**config.mk**
```make
export PLATFORM = sky130hd
export DESIGN_NAME = alu_multicycle
export DESIGN_NICKNAME = d
export VERILOG_FILES = /design/src/rtl/alu_multicycle.sv
export SDC_FILE = /design/constraint.sdc
export NUM_CORES = 1
export LEC_CHECK = 0
export BUFFER_PORTS_ARGS = -buffer_cell sky130_fd_sc_hd__buf_2
export CORE_UTILIZATION = 40
export DETAILED_ROUTE_END_ITERATION = 12
export RECOVER_POWER = 25
export SYNTH_ARGS = -nofsm -noshare
export SYNTH_HDL_FRONTEND = slang
export SYNTH_SLANG_ARGS = --single-unit
```
**constraint.sdc**
```tcl
create_clock -name clk -period 5.4 [get_ports clk]
set_input_delay 0.54 -clock clk [delete_from_list [all_inputs] [get_ports clk]]
set_output_delay 0.54 -clock clk [all_outputs]
set_load 0.01 [all_outputs]
```
**src/rtl/alu_multicycle.sv**
```systemverilog
// Integer ALU with valid/ready handshakes; shifts and shift-add iterate SHIFT_STEP bits per cycle.
// Optional feature macro: ALU_ROTATE_EN enables rol/ror on the iterative shift path.
module alu_multicycle #(
  parameter int unsigned XLEN       = 32,
  parameter int unsigned SHIFT_STEP = 4
) (
  input  logic            clk,
  input  logic            rst,
  input  logic            req_valid,
  output logic            req_ready,
  input  logic [XLEN-1:0] src_a,
  input  logic [XLEN-1:0] src_b,
  input  logic [2:0]      f3,
  input  logic            arith_bit,
  input  logic            shadd,
  input  logic            branch,
  input  logic            rot,
  output logic            rsp_valid,
  input  logic            rsp_ready,
  output logic [XLEN-1:0] result,
  output logic            busy
);

  localparam int unsigned SHW = $clog2(XLEN);
  localparam int unsigned CW  = SHW + 1;

  typedef enum logic [1:0] {IDLE, SHIFT, ADD} state_e;
  typedef enum logic [2:0] {K_SLL, K_SRL, K_SRA, K_ROL, K_ROR} kind_e;

  state_e            state_q, state_d;
  logic              rsp_valid_q, rsp_valid_d;
  logic [XLEN-1:0]   result_q, result_d;
  logic [XLEN-1:0]   work_q, work_d;
  logic [XLEN-1:0]   addend_q, addend_d;
  logic [CW-1:0]     remain_q, remain_d;
  kind_e             kind_q, kind_d;
  logic              shadd_q, shadd_d;

  logic              accept_c;
  logic              rot_sel_c;
  logic              is_shift_c;
  logic [CW-1:0]     shamt_c;
  logic [CW-1:0]     k_c;
  kind_e             kind_c;
  logic [XLEN-1:0]   single_c;
  logic [CW-1:0]     step_c;
  logic [CW-1:0]     remain_next_c;
  logic [XLEN-1:0]   stepped_c;
  logic              cond_c;

`ifdef ALU_ROTATE_EN
  assign rot_sel_c = rot;
`else
  logic unused_rot;
  assign unused_rot = rot;
  assign rot_sel_c  = 1'b0;
`endif

  assign req_ready = (state_q == IDLE) && (!rsp_valid_q || rsp_ready);
  assign accept_c  = req_valid && req_ready;
  assign rsp_valid = rsp_valid_q;
  assign result    = result_q;
  assign busy      = (state_q != IDLE);

  // Request decode: which ops go down the iterative path and in which direction
  always_comb begin
    shamt_c    = CW'(src_b[SHW-1:0]);
    k_c        = CW'(f3[2:1]);
    is_shift_c = !shadd && !branch && (f3[1:0] == 2'b01);
    if (rot_sel_c) begin
      kind_c = f3[2] ? K_ROR : K_ROL;
    end else if (f3[2]) begin
      kind_c = arith_bit ? K_SRA : K_SRL;
    end else begin
      kind_c = K_SLL;
    end
  end

  // Single-cycle results, including zero-distance shifts and k=0 shift-add
  always_comb begin
    single_c = '0;
    cond_c   = 1'b0;
    if (shadd) begin
      single_c = src_a + src_b;
    end else if (branch) begin
      case (f3)
        3'b000:  cond_c = (src_a == src_b);
        3'b001:  cond_c = (src_a != src_b);
        3'b100:  cond_c = ($signed(src_a) < $signed(src_b));
        3'b101:  cond_c = ($signed(src_a) >= $signed(src_b));
        3'b110:  cond_c = (src_a < src_b);
        3'b111:  cond_c = (src_a >= src_b);
        default: cond_c = 1'b0;
      endcase
      single_c = XLEN'(cond_c);
    end else begin
      case (f3)
        3'b000:  single_c = arith_bit ? (src_a - src_b) : (src_a + src_b);
        3'b010:  single_c = XLEN'($signed(src_a) < $signed(src_b));
        3'b011:  single_c = XLEN'(src_a < src_b);
        3'b100:  single_c = src_a ^ src_b;
        3'b110:  single_c = src_a | src_b;
        3'b111:  single_c = src_a & src_b;
        default: single_c = src_a;
      endcase
    end
  end

  // One iteration of the shifter: at most SHIFT_STEP bits this cycle
  always_comb begin
    step_c        = (remain_q > CW'(SHIFT_STEP)) ? CW'(SHIFT_STEP) : remain_q;
    remain_next_c = remain_q - step_c;
    case (kind_q)
      K_SRL:   stepped_c = work_q >> step_c;
      K_SRA:   stepped_c = XLEN'($signed(work_q) >>> step_c);
      K_ROL:   stepped_c = (work_q << step_c) | (work_q >> (CW'(XLEN) - step_c));
      K_ROR:   stepped_c = (work_q >> step_c) | (work_q << (CW'(XLEN) - step_c));
      default: stepped_c = work_q << step_c;
    endcase
  end

  always_comb begin
    state_d     = state_q;
    rsp_valid_d = rsp_valid_q && !rsp_ready;
    result_d    = result_q;
    work_d      = work_q;
    addend_d    = addend_q;
    remain_d    = remain_q;
    kind_d      = kind_q;
    shadd_d     = shadd_q;
    case (state_q)
      IDLE: begin
        if (accept_c) begin
          work_d   = src_a;
          addend_d = src_b;
          shadd_d  = shadd;
          kind_d   = shadd ? K_SLL : kind_c;
          if (is_shift_c && (shamt_c != '0)) begin
            remain_d = shamt_c;
            state_d  = SHIFT;
          end else if (shadd && (k_c != '0)) begin
            remain_d = k_c;
            state_d  = SHIFT;
          end else begin
            result_d    = single_c;
            rsp_valid_d = 1'b1;
          end
        end
      end
      SHIFT: begin
        work_d   = stepped_c;
        remain_d = remain_next_c;
        if (remain_next_c == '0) begin
          if (shadd_q) begin
            state_d = ADD;
          end else begin
            result_d    = stepped_c;
            rsp_valid_d = 1'b1;
            state_d     = IDLE;
          end
        end
      end
      ADD: begin
        result_d    = work_q + addend_q;
        rsp_valid_d = 1'b1;
        state_d     = IDLE;
      end
      default: state_d = IDLE;
    endcase
  end

  always_ff @(posedge clk) begin
    if (rst) begin
      state_q     <= IDLE;
      rsp_valid_q <= 1'b0;
      result_q    <= '0;
      work_q      <= '0;
      addend_q    <= '0;
      remain_q    <= '0;
      kind_q      <= K_SLL;
      shadd_q     <= 1'b0;
    end else begin
      state_q     <= state_d;
      rsp_valid_q <= rsp_valid_d;
      result_q    <= result_d;
      work_q      <= work_d;
      addend_q    <= addend_d;
      remain_q    <= remain_d;
      kind_q      <= kind_d;
      shadd_q     <= shadd_d;
    end
  end

endmodule

```
### Word level (Yosys, flattened, before mapping)

Index checks and enable logic that the tools add are counted.

| storage, ports and cells | value |
|---|---|
| register bits after elaboration | 109 |
| output and inout bits | 35 |

| cells by class | value |
|---|---|
| add/sub/neg operators | 5 |
| $lt $le $gt $ge | 5 |
| equality and inequality tests | 22 |
| shifts and indexed selects | 5 |
| muxes and demuxes | 34 |
| bitwise gates (word level) | 5 |
| reductions and logical operators | 25 |

Operators by type and width:

| kind | count |
|---|---|
| two-way mux 32 bit | 9 |
| case mux 32 bit (6 select lines) | 1 |
| case mux 32 bit (4 select lines) | 1 |
| OR 32 bit | 3 |
| case mux 32 bit (3 select lines) | 1 |
| adder 32 bit | 2 |
| >= comparator 32 bit | 2 |
| less-than comparator 32 bit | 2 |
| case mux 32 bit (2 select lines) | 1 |
| << shifter 32 x 6 -> 32 bit | 2 |
| right shift 32 x 6 -> 32 bit | 2 |
| AND 32 bit | 1 |
| equality test 32 bit | 1 |
| inequality test 32 bit | 1 |
| >>> shifter 32 x 6 -> 32 bit | 1 |
| subtractor 32 bit | 1 |
| bitwise XOR 32 bit | 1 |
| two-way mux 6 bit | 4 |
| equality test 3 bit, second input constant | 5 |
| two-way mux 2 bit | 7 |
| equality test 3 x 2 -> 1 bit, second input constant | 4 |
| case mux 6 bit (2 select lines) | 1 |
| nonzero test 6 bit | 2 |
| inequality test 2 bit, second input constant | 5 |
| 23 further kinds | 41 |

### Logic depth before layout (Yosys ltp)

| logic depth | value |
|---|---|
| depth after elaboration | 9 |
| depth in mapped cells | 19 |
| depth with buffers taken out | 13 |

### Least setup slack after synthesis

Ideal clock, no wire load.

| timing | value |
|---|---|
| path type | reg-to-reg |
| start point | register remain_q[3] |
| end point | register work_q[11] |
| setup time | 70 ps |
| arrival | 3,992 ps |
| data required time | 5,330 ps |
| slack | 1,338 ps |
| cell stages (with the launch flop) | 18 |
| period minus slack after synthesis | 4,062 ps |
| cells stage by stage | dfxtp_1 buf_2 or3_1 buf_6 nor2_8 inv_4 buf_6 buf_2 buf_1 ha_1 xnor2_1 buf_2 buf_1 mux4_2 o22ai_1 nor2_1 a211o_1 a21oi_1 |

| between the ends | value |
|---|---|
| word-level cells in the longest chain between the ends | 7 |
| elaborated cells between the ends (all ways) | 12 |

RTL lines:

| element | line | text |
|---|---|---|
| start: declaration | 35 | `logic [CW-1:0] remain_q, remain_d;` |
| start signal: assignment | 188 | `remain_q <= remain_d;` |
| > comparator 6 x 3 -> 1 bit | 111 | `step_c = (remain_q > CW'(SHIFT_STEP)) ? CW'(SHIFT_STEP) : remain_q;` |
| two-way mux 6 bit * | 111 |  |
| subtractor 6 bit | 116, 117 |  |
| << shifter 32 x 6 -> 32 bit or right shift 32 x 6 -> 32 bit (tied branches) | 117, 116 |  |
| OR 32 bit, on equally long branches | 117, 116 |  |
| case mux 32 bit (4 select lines) * | 113 | `case (kind_q)` |
| case mux 32 bit (2 select lines) * | 131 | `case (state_q)` |
| end signal: assignment | 186 | `work_q <= work_d;` |
| end: declaration | 33 | `logic [XLEN-1:0] work_q, work_d;` |

Every way passes the cells marked *; elsewhere a longest branch is shown, timed or not.
A chain may end at the register's enable or synchronous reset.

### Worst setup path after layout

| timing | value |
|---|---|
| start point | register remain_q[0] |
| end point | register result_q[21] (netlist: result[21]) |

| between the ends | value |
|---|---|
| word-level cells in the longest chain between the ends | 9 |
| elaborated cells between the ends (all ways) | 18 |

RTL lines:

| element | line | text |
|---|---|---|
| > comparator 6 x 3 -> 1 bit | 111 |  |
| two-way mux 6 bit | 111 |  |
| subtractor 6 bit | 116, 117 |  |
| << shifter 32 x 6 -> 32 bit or right shift 32 x 6 -> 32 bit (tied branches) | 117, 116 |  |
| OR 32 bit, on equally long branches | 117, 116 |  |
| case mux 32 bit (4 select lines) | 113 |  |
| two-way mux 32 bit | 154 | `if (shadd_q) begin` |
| two-way mux 32 bit | 153 | `if (remain_next_c == '0) begin` |
| case mux 32 bit (3 select lines) | 131 |  |
| end signal: assignment | 185 | `result_q <= result_d;` |
| end: declaration | 32 | `logic [XLEN-1:0] result_q, result_d;` |

Parallel ways exist; a longest one is shown, timed or not. The select of a mux whose other input is x is not followed.

==> results.md <==
* Status: complete, but fails checks
* Failing checks: max-capacitance violations, max-slew violations
* Later-pin clock latency in the skew report at 0.39 ns
* Synthesis Warnings at 0
* Max transition margin at -39.4%
* DRC violations left at 0
* Final hold slack at 0.423 ns
* Rows at 72
* Clock power frac at 10.7%
* Distinct cells, synth at 85
* Pin count of the biggest net entering global routing at 69
* Max-cap viol count at 1
* Crit Path Max Fanout at 21
* Port bufs at 108
* Critical path's top delay family: compound AO/OA/AOI/OAI gates
* Drt first pass iters at 8
* Leading register cell type out of synthesis: dfxtp_1
* Post-CTS setup buffer count at 0
* Number of global-route vias before repair at 17.1k
* Leakage power at 6.81 nW
* Synth Area in XOR/XNOR at 3.73%
* Combinational power share at 68.0%
* Final worst-path cycle share at 79.7%
* Worst-path clk slew at 0.08 ns
* Hold_buf cts at 0
* Setup crit end kind: register
* Die area at 0.0407 mm2
* Antenna Nets Post-Route at 0
* CTS tree: done
* DRT Wirelength at 71400 um
* Post-synthesis adder-cell area fraction at 10.8%
* Final hold viol count at 0
* I/O pin cnt at 110
* RSZ-0062 raised after global routing: false
* Dominant cell type by area after synthesis: dfxtp_1
* H-tree depth at 3
* Avg Inst Size Synth at 6.88 um2
* GR Overflow Total at 0
* DRT iter0 DRCs at 2291
* Post-layout min period at 4.30 ns
* Sw Ratio at 55.1%
* Initial antenna violation count at 1
* Post-route insts no fill at 2823
* Clock sink total at 108
* Internal power at 2.99 mW
* Number of enable flip-flop cells after synthesis at 0
* CP max-delay cell: ha_1
* Largest family of logic cells by synthesized area: compound AO/OA/AOI/OAI gates
* Area contributors post-synth: dfxtp_1 14%, ha_1 10%, a21oi_1 8.8%, nand2_1 6.6%, nor2_1 4.9%
* Initial Util at 40.9%
* Reg power frac at 21.2%
* Required time worst endpoint at 5.64 ns
* CTS Buf Count at 9
* Compound-Gate Fraction of Synth Area at 34.2%
* Worst hold path class: in2reg
* Hold Crit Start: src_b[30]
* Multiplexer area fraction after synthesis at 8.78%
* Setup-failing EPs final at 0
* FFs w/ async S/R, synth at 0%
* Area fraction of the dominant cell type after synthesis at 13.5%
* Layout cell share with drive strength beyond 1 at 8.59%
* Crit start category: register
* P&R area growth vs syn at 6.90%
* Net count after synthesis at 2530
* Placed cell count at 2806
* Core ar. at 0.0390 mm2
* Max Slew Vio Count at 40
* Switching power at 3.67 mW
* Die width at 202 um
* Crit path top cell by count: a221oi_1
* Final Core Density at 43.7%
* Die height at 202 um
* Via count at 18.8k
* Reg-to-Reg Start: remain_q[0]$_SDFFE_PP0P_
* Tot GR Track Use at 34.1%
* Final setup TNS at 0 ns
* Vias per cell at 6.65
* VDD IR max at 0.332 mV
* Post-synthesis sequential area ratio at 13.5%
* Clk root buf: clkbuf_16
* HPWL Detailed at 53400 um
* Post-CTS sizing at 0
* Syn Std Cell Area at 0.0160 mm2
* Pwr Density at 390 mW/mm2
* WL per Instance at 25.3 um
* Simple-gate share of the synthesized area at 21.5%
* Total power at 6.66 mW
* CTS max path bufs at 2
* Clock skew at 0.0126 ns
* Measured slew at the worst slew-check pin at 2.09 ns
* FMAX at 232 MHz
* Final net count at 2510
* Cells after synthesis at 2319
* CP peak stage delay at 0.86 ns
* Critical path startpoint: remain_q[0]$_SDFFE_PP0P_
* Worst path bufs/invs at 2
* Crit Path Category: reg2reg
* Placer Congestion at 1.00
* Critical path arrival at 4.55 ns
* Flops & latches, synth at 108
* First-pass GRT wire length at 107000 um
* # fillers at 4153
* Critical path, cell by cell: nand2b_1 > nor2_8 > inv_4 > ha_1 > buf_4 > a21oi_1 > a221oi_1 > o21ai_0 > a221oi_1 > a311oi_1
-- tightest hold or removal path, cell delays in order --
cell and delay (ns):
buf_2 0.12, nand2_1 0.05, a21oi_1 0.05
-- layout by cell type, fill, tap and decap left out, types with 14 or more instances in the layout --
cell         n
clkbuf_1    35
a31oi_1     29
a311oi_1    14
ha_1       132
a21oi_1    280
o21a_1      15
a22oi_1     16
dfxtp_1    108
nor2_1     208
a211oi_1    64
o22ai_1     27
nor2b_1     26
and3_1      20
o21bai_1    28
a221oi_1    25
nand2_1    279
a21o_1      25
o211ai_1    40
buf_2       74
o31ai_1     16
mux4_2      32
inv_1      114
a2111oi_0   16
nor3_1      56
mux2i_1     59
nand2b_1    27
nand4_1     14
nand3_1     56
buf_4       47
xnor2_1     54
o21ai_0    147
nor4_1      17
-- kinds of logic (layout without fill, tap and decap cells) --
kind of cell / after synthesis / in the layout
buffers and inverters: 303 / 288
DFF: 108 / 108
adders and majority gates: 136 / 136
and+or+nand+nor: 757 / 757
xor gates and xnor gates: 68 / 68
AOI/OAI and AO/OA: 847 / 847
muxes: 99 / 99
other: 1 / 2
-- power by group through the flow --
stage	Sequential [mW]	Combinational [mW]	Clock, mW
3_5_place_dp	1.41	4.42	0
3_3_place_gp	1.41	4.37	0
6_report	1.41	4.53	0.715
2_1_floorplan	1.21	3.18	0
4_1_cts	1.39	4.44	0.724
5_1_grt	1.43	4.88	0.756
-- flip-flops by register name (all words and copies together) (netlist names) --
register   count
state_q        2
result        32
shadd_q        1
addend_q      32
work_q        32
remain_q       6
kind_q         2
rsp_valid      1
-- Yosys cell counts (14+ instances only) --
master     instances
a31oi_1           29
nand3_1           56
a21oi_1          281
inv_1            114
buf_2             15
o21bai_1          28
a21o_1            25
mux4_2            32
buf_1             21
nor4_1            18
o31ai_1           16
nor3_1            56
dfxtp_1          108
clkbuf_1         144
a2111oi_0         16
and3_1            20
o21ai_0          147
a211oi_1          64
xnor2_1           56
mux2i_1           59
o21a_1            15
o22ai_1           27
nor2b_1           26
nand4_1           14
a311oi_1          14
a221oi_1          25
nand2_1          279
nor2_1           209
o211ai_1          40
a22oi_1           16
ha_1             133
nand2b_1          27
-- per-layer routing --
layer | part of all wire, % | track usage [%]
met4 | 5.0 | 14.4
met2 | 43 | 52.7
met3 | 8.9 | 5.21
met5 | 0 | 0
met1 | 43 | 47.0
-- worst paths after layout --
kind / end / slack, ns / cells past startpoint
min reg2reg: result[3]$_SDFFE_PP0P_ / 0.46 / 2
min: addend_q[30]$_SDFFE_PP0P_ / 0.42 / 3
max reg2reg: result[21]$_SDFFE_PP0P_ / 1.10 / 10
max: result[21]$_SDFFE_PP0P_ / 1.10 / 10
-- metrics by stage --
step | area, um2 | worst slack (ns)
after floorplan | 16000 | 1.34
after global placement | 16800 | 1.15
after detailed placement | 16800 | 1.05
after CTS | 17100 | 1.26
after global routing | 17100 | 0.992
final | 17100 | 1.10
-- area by class of cell --
type,count,area [um2],area share [%]
Antenna cell,1,2.50,0.0147
Clock buffer,10,229,1.34
Clock inverter,6,71.3,0.418
Inverter,117,442,2.59
Multi-Input combinational cell,1908,12700,74.2
Sequential cell,108,2160,12.7
Tap cell,518,648,3.80
Timing Repair Buffer,155,851,4.99
(Power assumes the default switching activity.)
